`src/rtl/arb_pkg.sv`:
```
// Shared definitions for unified_mem_arbiter.
// Contents:
//   resp_state_t - response FSM encoding (IDLE, RESP_IF, RESP_D_RD, RESP_D_WR)
//   *_DEF        - default widths and starvation bound used by the top level
//   sat_inc      - saturating increment helper for 16-bit counters
// Optional feature macro: ARB_PERF_CNT_EN (used by the top level).
package arb_pkg;

   typedef enum logic [1:0] {
      IDLE      = 2'd0,
      RESP_IF   = 2'd1,
      RESP_D_RD = 2'd2,
      RESP_D_WR = 2'd3
   } resp_state_t;

   localparam int unsigned ADDR_W_DEF       = 8;
   localparam int unsigned DATA_W_DEF       = 32;
   localparam int unsigned MAX_D_STREAK_DEF = 3;
   localparam int unsigned CNT_W_DEF        = 16;

   // Adds one unless already at all-ones.
   function automatic logic [CNT_W_DEF-1:0] sat_inc(input logic [CNT_W_DEF-1:0] val);
      logic [CNT_W_DEF-1:0] res;
      if (val == {CNT_W_DEF{1'b1}}) begin
         res = val;
      end else begin
         res = val + {{(CNT_W_DEF-1){1'b0}}, 1'b1};
      end
      return res;
   endfunction

endpackage

```
`src/rtl/unified_mem_arbiter_if.sv`:
```
// Core-side bus of the unified memory arbiter: fetch (IF) and load/store (D)
// request/response channels plus the fetch stall indication.
// Modports:
//   master - the pipeline: drives requests, receives grants/responses
//   slave  - the arbiter: receives requests, drives grants/responses
interface unified_mem_arbiter_if #(
   parameter int unsigned ADDR_W = 8,
   parameter int unsigned DATA_W = 32
) ();
   logic              if_req;
   logic [ADDR_W-1:0] if_addr;
   logic              if_gnt;
   logic              if_valid;
   logic [DATA_W-1:0] if_rdata;
   logic              d_req;
   logic              d_we;
   logic [ADDR_W-1:0] d_addr;
   logic [DATA_W-1:0] d_wdata;
   logic [3:0]        d_be;
   logic              d_gnt;
   logic              d_valid;
   logic [DATA_W-1:0] d_rdata;
   logic              stall_if;

   modport master (
      output if_req, if_addr, d_req, d_we, d_addr, d_wdata, d_be,
      input  if_gnt, if_valid, if_rdata, d_gnt, d_valid, d_rdata, stall_if
   );

   modport slave (
      input  if_req, if_addr, d_req, d_we, d_addr, d_wdata, d_be,
      output if_gnt, if_valid, if_rdata, d_gnt, d_valid, d_rdata, stall_if
   );
endinterface

```
`src/rtl/arb_streak_ctr.sv`:
```
// Saturating starvation counter: counts consecutive data grants taken while a
// fetch is waiting.
// Ports:
//   clk, rst_n - clock, asynchronous active-low reset
//   inc        - a data grant happened while the fetch was pending
//   clr        - fetch granted or fetch not requesting
//   at_max     - counter equals MAX, fetch must win next conflict
module arb_streak_ctr #(
   parameter int unsigned MAX = 3
) (
   input  logic clk,
   input  logic rst_n,
   input  logic inc,
   input  logic clr,
   output logic at_max
);
   localparam int unsigned W = (MAX < 1) ? 1 : $clog2(MAX + 1);

   logic [W-1:0] streak_r;

   // Streak register: clear has precedence, increment stops at MAX.
   always_ff @(posedge clk or negedge rst_n) begin
      if (!rst_n) begin
         streak_r <= {W{1'b0}};
      end else if (clr) begin
         streak_r <= {W{1'b0}};
      end else if (inc && !at_max) begin
         streak_r <= streak_r + {{(W-1){1'b0}}, 1'b1};
      end else begin
         streak_r <= streak_r;
      end
   end

   assign at_max = (streak_r == W'(MAX));
endmodule

```
`src/rtl/unified_mem_arbiter.sv`:
```
// Arbiter sharing one single-ported synchronous-read memory between the fetch
// stage (IF) and the load/store stage (D). One grant per cycle, response one
// cycle after the grant. Data wins conflicts unless it has already won
// MAX_D_STREAK times in a row against a waiting fetch.
// Ports:
//   clk, rst_n    - clock, asynchronous active-low reset
//   core (slave)  - IF/D request, grant and response channels, stall_if
//   mem_*         - memory strobe, write, address, data, byte enables, rdata
//   perf_conflict, perf_if_stall - saturating counters, only when the
//                   ARB_PERF_CNT_EN macro is defined
module unified_mem_arbiter
   import arb_pkg::*;
#(
   parameter int unsigned ADDR_W       = ADDR_W_DEF,
   parameter int unsigned DATA_W       = DATA_W_DEF,
   parameter int unsigned MAX_D_STREAK = MAX_D_STREAK_DEF,
   parameter int unsigned CNT_W        = CNT_W_DEF
) (
   input  logic                 clk,
   input  logic                 rst_n,
   unified_mem_arbiter_if.slave core,
   output logic                 mem_en,
   output logic                 mem_we,
   output logic [ADDR_W-1:0]    mem_addr,
   output logic [DATA_W-1:0]    mem_wdata,
   output logic [3:0]           mem_be,
   input  logic [DATA_W-1:0]    mem_rdata
`ifdef ARB_PERF_CNT_EN
   ,
   output logic [CNT_W-1:0]     perf_conflict,
   output logic [CNT_W-1:0]     perf_if_stall
`endif
);
   resp_state_t state_r;
   logic        if_gnt_s;
   logic        d_gnt_s;
   logic        at_max_s;

   arb_streak_ctr #(.MAX(MAX_D_STREAK)) u_streak (
      .clk    (clk),
      .rst_n  (rst_n),
      .inc    (d_gnt_s & core.if_req),
      .clr    (if_gnt_s | ~core.if_req),
      .at_max (at_max_s)
   );

   // Grant selection; grants are held off while reset is asserted.
   always_comb begin
      if_gnt_s = 1'b0;
      d_gnt_s  = 1'b0;
      if (rst_n) begin
         if (core.d_req && !(core.if_req && at_max_s)) begin
            d_gnt_s = 1'b1;
         end else begin
            if_gnt_s = core.if_req;
         end
      end else begin
         if_gnt_s = 1'b0;
         d_gnt_s  = 1'b0;
      end
   end

   // Memory port mux: winner's fields, fetches are always full-word reads.
   always_comb begin
      mem_en    = 1'b0;
      mem_we    = 1'b0;
      mem_addr  = {ADDR_W{1'b0}};
      mem_wdata = {DATA_W{1'b0}};
      mem_be    = 4'h0;
      if (d_gnt_s) begin
         mem_en    = 1'b1;
         mem_we    = core.d_we;
         mem_addr  = core.d_addr;
         mem_wdata = core.d_wdata;
         mem_be    = core.d_be;
      end else if (if_gnt_s) begin
         mem_en    = 1'b1;
         mem_we    = 1'b0;
         mem_addr  = core.if_addr;
         mem_wdata = {DATA_W{1'b0}};
         mem_be    = 4'hF;
      end else begin
         mem_en = 1'b0;
      end
   end

   // Response FSM: remembers which requester owns next cycle's memory result.
   always_ff @(posedge clk or negedge rst_n) begin
      if (!rst_n) begin
         state_r <= IDLE;
      end else if (if_gnt_s) begin
         state_r <= RESP_IF;
      end else if (d_gnt_s && core.d_we) begin
         state_r <= RESP_D_WR;
      end else if (d_gnt_s) begin
         state_r <= RESP_D_RD;
      end else begin
         state_r <= IDLE;
      end
   end

   // Response decode; rdata of the side not being answered stays zero.
   always_comb begin
      core.if_valid = 1'b0;
      core.if_rdata = {DATA_W{1'b0}};
      core.d_valid  = 1'b0;
      core.d_rdata  = {DATA_W{1'b0}};
      case (state_r)
         RESP_IF: begin
            core.if_valid = 1'b1;
            core.if_rdata = mem_rdata;
         end
         RESP_D_RD: begin
            core.d_valid = 1'b1;
            core.d_rdata = mem_rdata;
         end
         RESP_D_WR: begin
            core.d_valid = 1'b1;
         end
         default: begin
            core.if_valid = 1'b0;
            core.d_valid  = 1'b0;
         end
      endcase
   end

   assign core.if_gnt   = if_gnt_s;
   assign core.d_gnt    = d_gnt_s;
   assign core.stall_if = core.if_req & ~if_gnt_s;

`ifdef ARB_PERF_CNT_EN
   // Saturating conflict and fetch-stall cycle counters.
   always_ff @(posedge clk or negedge rst_n) begin
      if (!rst_n) begin
         perf_conflict <= {CNT_W{1'b0}};
         perf_if_stall <= {CNT_W{1'b0}};
      end else begin
         if (core.if_req && core.d_req && (perf_conflict != {CNT_W{1'b1}})) begin
            perf_conflict <= perf_conflict + {{(CNT_W-1){1'b0}}, 1'b1};
         end else begin
            perf_conflict <= perf_conflict;
         end
         if (core.if_req && !if_gnt_s && (perf_if_stall != {CNT_W{1'b1}})) begin
            perf_if_stall <= perf_if_stall + {{(CNT_W-1){1'b0}}, 1'b1};
         end else begin
            perf_if_stall <= perf_if_stall;
         end
      end
   end
`endif
endmodule

```
`src/flat_wrapper.sv`:
```
// flat-port wrapper written by rule: the top's interface ports become plain ports
module unified_mem_arbiter_flat import arb_pkg::*;
#(
   parameter int unsigned ADDR_W       = ADDR_W_DEF,
   parameter int unsigned DATA_W       = DATA_W_DEF,
   parameter int unsigned MAX_D_STREAK = MAX_D_STREAK_DEF,
   parameter int unsigned CNT_W        = CNT_W_DEF
)
  (clk, rst_n, mem_en, mem_we, mem_addr, mem_wdata, mem_be, mem_rdata, core_if_req, core_if_addr, core_d_req, core_d_we, core_d_addr, core_d_wdata, core_d_be, core_if_gnt, core_if_valid, core_if_rdata, core_d_gnt, core_d_valid, core_d_rdata, core_stall_if);
  unified_mem_arbiter_if #(.ADDR_W(ADDR_W), .DATA_W(DATA_W)) core_i ();
  input  logic clk;
  input  logic rst_n;
  output logic mem_en;
  output logic mem_we;
  output logic [ADDR_W-1:0] mem_addr;
  output logic [DATA_W-1:0] mem_wdata;
  output logic [3:0] mem_be;
  input  logic [DATA_W-1:0] mem_rdata;
  input wire logic [$bits(core_i.if_req)-1:0] core_if_req;
  input wire logic [$bits(core_i.if_addr)-1:0] core_if_addr;
  input wire logic [$bits(core_i.d_req)-1:0] core_d_req;
  input wire logic [$bits(core_i.d_we)-1:0] core_d_we;
  input wire logic [$bits(core_i.d_addr)-1:0] core_d_addr;
  input wire logic [$bits(core_i.d_wdata)-1:0] core_d_wdata;
  input wire logic [$bits(core_i.d_be)-1:0] core_d_be;
  output wire logic [$bits(core_i.if_gnt)-1:0] core_if_gnt;
  output wire logic [$bits(core_i.if_valid)-1:0] core_if_valid;
  output wire logic [$bits(core_i.if_rdata)-1:0] core_if_rdata;
  output wire logic [$bits(core_i.d_gnt)-1:0] core_d_gnt;
  output wire logic [$bits(core_i.d_valid)-1:0] core_d_valid;
  output wire logic [$bits(core_i.d_rdata)-1:0] core_d_rdata;
  output wire logic [$bits(core_i.stall_if)-1:0] core_stall_if;
  assign core_i.if_req = core_if_req;
  assign core_i.if_addr = core_if_addr;
  assign core_i.d_req = core_d_req;
  assign core_i.d_we = core_d_we;
  assign core_i.d_addr = core_d_addr;
  assign core_i.d_wdata = core_d_wdata;
  assign core_i.d_be = core_d_be;
  assign core_if_gnt = core_i.if_gnt;
  assign core_if_valid = core_i.if_valid;
  assign core_if_rdata = core_i.if_rdata;
  assign core_d_gnt = core_i.d_gnt;
  assign core_d_valid = core_i.d_valid;
  assign core_d_rdata = core_i.d_rdata;
  assign core_stall_if = core_i.stall_if;
  unified_mem_arbiter #(.ADDR_W(ADDR_W), .DATA_W(DATA_W), .MAX_D_STREAK(MAX_D_STREAK), .CNT_W(CNT_W)) u_core (.clk(clk), .rst_n(rst_n), .core(core_i), .mem_en(mem_en), .mem_we(mem_we), .mem_addr(mem_addr), .mem_wdata(mem_wdata), .mem_be(mem_be), .mem_rdata(mem_rdata));
endmodule
```
`config.mk`:
```
export PLATFORM = sky130hd
export DESIGN_NAME = unified_mem_arbiter_flat
export DESIGN_NICKNAME = d
export VERILOG_FILES = /design/src/rtl/arb_pkg.sv /design/src/rtl/unified_mem_arbiter_if.sv /design/src/rtl/arb_streak_ctr.sv /design/src/rtl/unified_mem_arbiter.sv /design/src/flat_wrapper.sv
export SDC_FILE = /design/constraint.sdc
export NUM_CORES = 1
export LEC_CHECK = 0
export ABC_AREA = 0
export ABC_CLOCK_PERIOD_IN_PS = 2000
export CAP_MARGIN = 5
export CORE_AREA = 2 2 79 81
export CTS_CLUSTER_DIAMETER = 50
export DETAILED_ROUTE_END_ITERATION = 10
export DIE_AREA = 0 0 81 83
export PLACE_DENSITY = 0.79
export SKIP_LAST_GASP = 1
export SLEW_MARGIN = 10
export SYNTH_ARGS = -nofsm -noshare
export SYNTH_HDL_FRONTEND = slang
export SYNTH_SLANG_ARGS = --single-unit
```
`constraint.sdc`:
```
create_clock -name clk -period 2 [get_ports clk]
set_input_delay 0.2 -clock clk [delete_from_list [all_inputs] [get_ports clk]]
set_output_delay 0.2 -clock clk [all_outputs]
set_load 0.03 [all_outputs]
```
==> results by group, run 1 <==
Run status
  • Status: complete, no violations

Synthesis
  • Simple-Gate Fraction of Synth Area: 71.9%
  • Synth Register Bits: 4
  • Synth cell types: 18
  • FFs w/ async S/R, synth: 100%
  • Post-Synth Adder-Cell Area: 1.07%
  • Main combinational cell family by area after synthesis: simple AND/OR/NAND/NOR gates
  • Most instantiated cells after synthesis: and2_1 (69), and2_4 (29), nand2_1 (24)
  • Leading post-synthesis cells by cell area: and2_1 (37%), and2_4 (22%), dfrtp_1 (8.6%), nand2_1 (7.7%), o22ai_1 (4.8%)
  • Syn Inst Count: 170
  • Multiplexer area fraction after synthesis: 0%
  • Compound-gate portion of the synthesized area: 9.96%
  • Register area share after synthesis: 8.57%
  • Netlist Area Pre-Place: 1170 um2
  • Synth Area in XOR/XNOR: 0%
  • Post-synth top area share: 36.9%
  • YS warnings: 0
  • Top-count cell post-synth: and2_1
  • Post-synth EDFFs: 0
  • Syn avg cell area: 6.87 um2
  • Synth area leader: and2_1
  • Post-Syn Nets: 260
  • Top_reg_cell synth: dfrtp_1

CTS
  • Clock Tree Root: clkbuf_8
  • Max clock buf depth: 2
  • CTS tree: done
  • Clock latency on the worst-skew pair: 210 ps
  • CTS H-tree lvls: 1
  • Num CTS Buffers: 3
  • Clock-pin slew on the worst setup and hold paths: 30 ps
  • # hold bufs at CTS: 0
  • Post_cts resized: 0
  • Clock sinks: 4
  • Setup Fix Bufs, Post-CTS: 0

GRT
  • First-pass GRT wire length: 7770 um
  • Total track usage: 14.6%
  • Vias in the first global route: 1574
  • Congestion Overflow GR: 0
  • Antenna violations before repair: 0
  • Largest net degree at the start of global routing: 35

Pwr
  • PD cells: 319 nW/um2
  • Register share of total power: 9.2%
  • Pint: 564 uW
  • Static Leak: 1.50 nW
  • Logic pwr share: 73.4%
  • Switching Fraction: 40.9%
  • Psw: 391 uW
  • Clock power frac: 17.4%
  • Final total power: 955 uW
  • Peak supply drop: 0.189 mV

Placement
  • IO Port Bufs: 203
  • RD Place Congestion: 0.750
  • DP HPWL: 4760 um

Routing
  • Via count: 1816
  • Detailed Route Iter0 Violations: 24
  • Remaining DRCs: 0
  • Via-per-instance ratio: 4.13
  • Wire per inst: 13.1 um
  • Drt pass-1 iters: 4
  • Routed wire length: 5740 um
  • Routed Antenna Nets: 0

Setup path
  • CP endpoint kind: primary output
  • Crit path buffers/inverters: 1
  • Critical-path cell list: ha_1 > nand2_2 > and3_2 > and2_4 > buf_4
  • WP data arrival: 1700 ps
  • RR Endpoint: u_core.state_r[0]$_DFF_PN0_
  • R2r setup slk: 680 ps
  • Slowest stage delay, CP: 410 ps
  • Worst r2r src: u_core.u_streak.streak_r[0]$_DFFE_PN0P_
  • CP Max Fanout: 17
  • Top Family by Delay on Critical Path: simple AND/OR/NAND/NOR gates
  • R2R cell count: 4
  • Required @ worst endpoint: 1800 ps
  • Startpoint class of the critical path: flop
  • WS Path Type: reg -> out
  • Slowest CP cell: and3_2

STA
  • Period minus WS final: 1900 ps
  • Final hold vios: 0
  • Max Clk Rate: 528 MHz
  • RSZ-0062 raised after global routing: no
  • Clock Skew: 0.752 ps
  • Max-slew violation count: 0
  • Setup TNS: 0 ps
  • Fin crit share: 94.8%
  • Least-Margin Pin Slew: 373 ps
  • Final setup fails: 0
  • Slew Limit Headroom: 75.0%

Floorplan
  • I/O pin count: 204
  • Total die area: 6720 um2
  • Die H: 83 um
  • Die width: 81 um
  • Placement Rows: 28
  • Initial Utilization: 20.1%
  • Core area: 5820 um2

Layout
  • Inserted Diodes: 0
  • Area delta synth->final: 156%
  • Layout fillers: 572
  • Fin nets: 457
  • Ratio of cells with drive above 1 in the final layout: 42.5%
  • Fin util: 51.5%

Worst hold path
  • Hold Path Class: in -> async

Job
  • Max-cap violation count: 0
[flip-flops by register name, indices dropped and copies added, names as in the netlist]
signal	cells
u_core.state_r	2
u_core.u_streak.streak_r	2
[layout by cell type (no fill, tap or decap), drive strengths merged]
cell type	synthesis	routed
nor2b	3	3
and3	3	4
clkbuf	8	3
clkdlybuf4s50	0	89
nand2	25	25
o22ai	9	9
o21a	2	2
nor3b	1	1
a21boi	6	6
dfrtp	4	4
inv	1	1
buf	8	118
nand2b	1	1
ha	1	1
and2	98	98
[power by group through the flow]
stage               Sequential (mW)  Clock [mW]  Combinational [mW]
finish                       0.0876       0.166               0.701
detailed placement           0.0885           0               0.702
CTS                          0.0877       0.170               0.703
global route                 0.0882       0.172               0.739
global placement             0.0883           0               0.696
floorplan                    0.0880           0               0.356
[cells by family after synthesis]
family,count (synthesis)
flip-flops,4
AO/OA/AOI/OAI,17
adder cells (fa/ha/maj),1
AND/OR/NAND/NOR,131
buffers and inverters,17
[cell type report]
cell class / count / area [um2] / share of cell area [%]
multi-input cells: 150 / 980 / 32.7
clock buffers: 3 / 41.3 / 1.38
well taps: 75 / 93.8 / 3.13
repair buffers: 207 / 1780 / 59.3
flip-flops and latches: 4 / 100 / 3.34
inverters: 1 / 3.75 / 0.125
[worst reg2reg max path, cell delays in order, from the launching register on]
cell and delay (ps):
dfrtp_1 380, ha_1 230, nand2b_2 220, nand2_2 230
a21boi_0 120
[per-layer routing]
layer,up-vias,wire [um],global-route usage [%]
li1,926,-,-
met1,777,2160,15.0
met2,107,2900,27.6
met3,6,619,4.02
met4,0,67,4.62
met5,-,0,0
[how the worst max path moves through the flow]
stage	from	to	depth (start not counted)
floorplan	u_core.u_streak.streak_r[0]$_DFFE_PN0P_	mem_be[2]	5
global placement	core_if_req	mem_wdata[10]	5
detailed placement	core_if_req	mem_wdata[10]	5
CTS	u_core.u_streak.streak_r[0]$_DFFE_PN0P_	mem_be[0]	5
global route	u_core.u_streak.streak_r[0]$_DFFE_PN0P_	mem_wdata[28]	5
finish	u_core.u_streak.streak_r[0]$_DFFE_PN0P_	mem_wdata[28]	5
[per-stage QoR]
stage / std cells / hold slack, ps / cell area [um2] / setup slack (ps)
floorplan: 170 / -95.6 / 1170 / 193
global placement: 436 / 621 / 2940 / 191
detailed placement: 436 / 636 / 2940 / 161
CTS: 439 / 433 / 2990 / 31.6
global route: 440 / 524 / 3000 / 12.1
finish: 440 / 497 / 3000 / 105
No activity file was read; power rests on OpenSTA's default activity.
==> run 2, diff against run 1 <==
--- a/config.mk
+++ b/config.mk
@@ -12,6 +12,7 @@
 export CTS_CLUSTER_DIAMETER = 50
 export DETAILED_ROUTE_END_ITERATION = 10
 export DIE_AREA = 0 0 81 83
+export GPL_TIMING_DRIVEN = 0
 export PLACE_DENSITY = 0.79
 export SKIP_LAST_GASP = 1
 export SLEW_MARGIN = 10
==> results by group, run 2 (synthesis results as in run 1) <==
Run status
  • Status: complete, no violations

STA
  • Period minus WS final: 1930 ps
  • Final hold vios: 0
  • Slew Limit Headroom: 76.0%
  • Clock Skew: 1.29 ps
  • Fin crit share: 96.5%
  • Max Clk Rate: 518 MHz
  • Final setup fails: 0
  • Max-slew violation count: 0
  • Least-Margin Pin Slew: 359 ps
  • Final Worst Setup Slack: 70.1 ps
  • RSZ-0062 raised after global routing: yes

CTS
  • Clock sinks: 4
  • Clock latency on the worst-skew pair: 220 ps
  • Num CTS Buffers: 3
  • Clock Tree Root: clkbuf_8
  • Max clock buf depth: 2
  • CTS tree: done
  • Setup Fix Bufs, Post-CTS: 0
  • CTS H-tree lvls: 1
  • Clock-pin slew on the worst setup and hold paths: 30 ps

Layout
  • Commonest cells after routing, fill and taps aside: clkdlybuf4s50_1 (92), and2_1 (69), dlygate4sd2_1 (66), buf_2 (33), and2_4 (29)
  • Non-Filler Instances: 451
  • Layout fillers: 643
  • Largest registers: u_core.state_r: 2 flops, u_core.u_streak.streak_r: 2 flops
  • Reg area: 100 um2
  • Inserted Diodes: 0
  • Ratio of cells with drive above 1 in the final layout: 24.7%
  • Fin util: 52.8%
  • Fin nets: 468
  • Area delta synth->final: 163%
  • Commonest non-fill, non-tap cell in the layout: clkdlybuf4s50_1
  • Multi-input logic area: 975 um2

Pwr
  • PD cells: 303 nW/um2
  • Static Leak: 1.69 nW
  • Peak supply drop: 0.301 mV

Setup path
  • Crit. Startpoint: u_core.u_streak.streak_r[0]$_DFFE_PN0P_
  • WS Path Type: reg -> out
  • Worst r2r src: u_core.u_streak.streak_r[0]$_DFFE_PN0P_
  • WP data arrival: 1730 ps
  • CP Max Fanout: 10
  • Startpoint class of the critical path: flop
  • R2r setup slk: 630 ps
  • Required @ worst endpoint: 1800 ps
  • CP endpoint kind: primary output

Routing
  • Routed Antenna Nets: 0
  • Via-per-instance ratio: 4.12
  • Via count: 1856
  • Remaining DRCs: 0
  • Drt pass-1 iters: 4
  • Detailed Route Iter0 Violations: 11
  • Wire per inst: 13.0 um
  • Routed wire length: 5850 um

Floorplan
  • Total die area: 6720 um2
  • Placement Rows: 28
  • Die H: 83 um
  • Die width: 81 um
  • Initial Utilization: 20.1%
  • Core area: 5820 um2
  • I/O pin count: 204

Worst hold path
  • Hold Path Class: in -> reg
  • Min-delay src: core_d_req

Placement
  • Placed insts: 447
  • DP HPWL: 5130 um
  • IO Port Bufs: 202
  • RD Place Congestion: 0.774
  • DP Worst Slack: -568 ps

GRT
  • Antenna violations before repair: 0
  • Congestion Overflow GR: 0
  • Vias in the first global route: 1693
  • Total track usage: 15.8%
  • Largest net degree at the start of global routing: 11
  • First-pass GRT wire length: 8590 um

Job
  • Max-cap violation count: 0
[run 2: path summary, 6_finish.rpt]
check / end / depth (start not counted)
worst max-delay path: mem_addr[7] / 6
worst min-delay path: u_core.state_r[0]$_DFF_PN0_ / 3
worst max register to register: u_core.state_r[0]$_DFF_PN0_ / 5
worst min register to register: u_core.u_streak.streak_r[0]$_DFFE_PN0P_ / 2
max in group asynchronous: u_core.state_r[1]$_DFF_PN0_ / 2
min in group asynchronous: u_core.u_streak.streak_r[0]$_DFFE_PN0P_ / 2
[run 2: power breakdown]
group	switching [mW]	total [mW]	internal, mW
Clock	0.0428	0.171	0.128
Sequential	0.00282	0.0882	0.0854
Combinational	0.347	0.672	0.326
[run 2: worst max-delay path, stage by stage (launching register included)]
cell and delay (ps):
dfrtp_1 380, ha_1 230, nand2b_2 220, nand2_1 130
buf_4 180, o22ai_1 80, clkdlybuf4s15_2 290
[run 2: area by class of cell]
cell class / count / area share, %
sequential: 4 / 3.26
timing repair buffer: 203 / 57.0
tap: 75 / 3.05
clock buffer: 3 / 1.34
multi-input combinational: 149 / 31.7
inverter: 1 / 0.122
buffer: 16 / 3.46
[run 2: metrics by stage]
step	hold slack, ps	cell area [um2]	setup TNS [ps]	total power, mW
CTS	342	3260	-9.65	0.962
finish	336	3070	0	0.932
detailed placement	465	3280	-22650	0.838
global placement	452	3280	-20210	0.831
global route	368	3070	-55.1	0.984
floorplan	-95.6	1170	0	0.444
[run 2: layer usage]
layer  track usage [%]  vias up  part of all wire (%)
li1                  -      946                     -
met1              16.2      805                    36
met2              30.9      101                    52
met3              4.78        4                    11
met4              2.62        0                  0.62
met5                 0        -                     0
[run 2: timing repair]
item,CTS,global route
endpoints found under the hold margin,4,0
setup endpoints to repair,110,39
gates resized for setup,201,64
hold buffers,1,0
==> run 3, diff against run 2 <==
--- a/config.mk
+++ b/config.mk
@@ -9,7 +9,7 @@
 export ABC_CLOCK_PERIOD_IN_PS = 2000
 export CAP_MARGIN = 5
 export CORE_AREA = 2 2 79 81
-export CTS_CLUSTER_DIAMETER = 50
+export CTS_CLUSTER_DIAMETER = 30
 export DETAILED_ROUTE_END_ITERATION = 10
 export DIE_AREA = 0 0 81 83
 export GPL_TIMING_DRIVEN = 0
==> results of run 3 <==
Same layout as run 2: the final DEF is identical, and so are final timing and power.
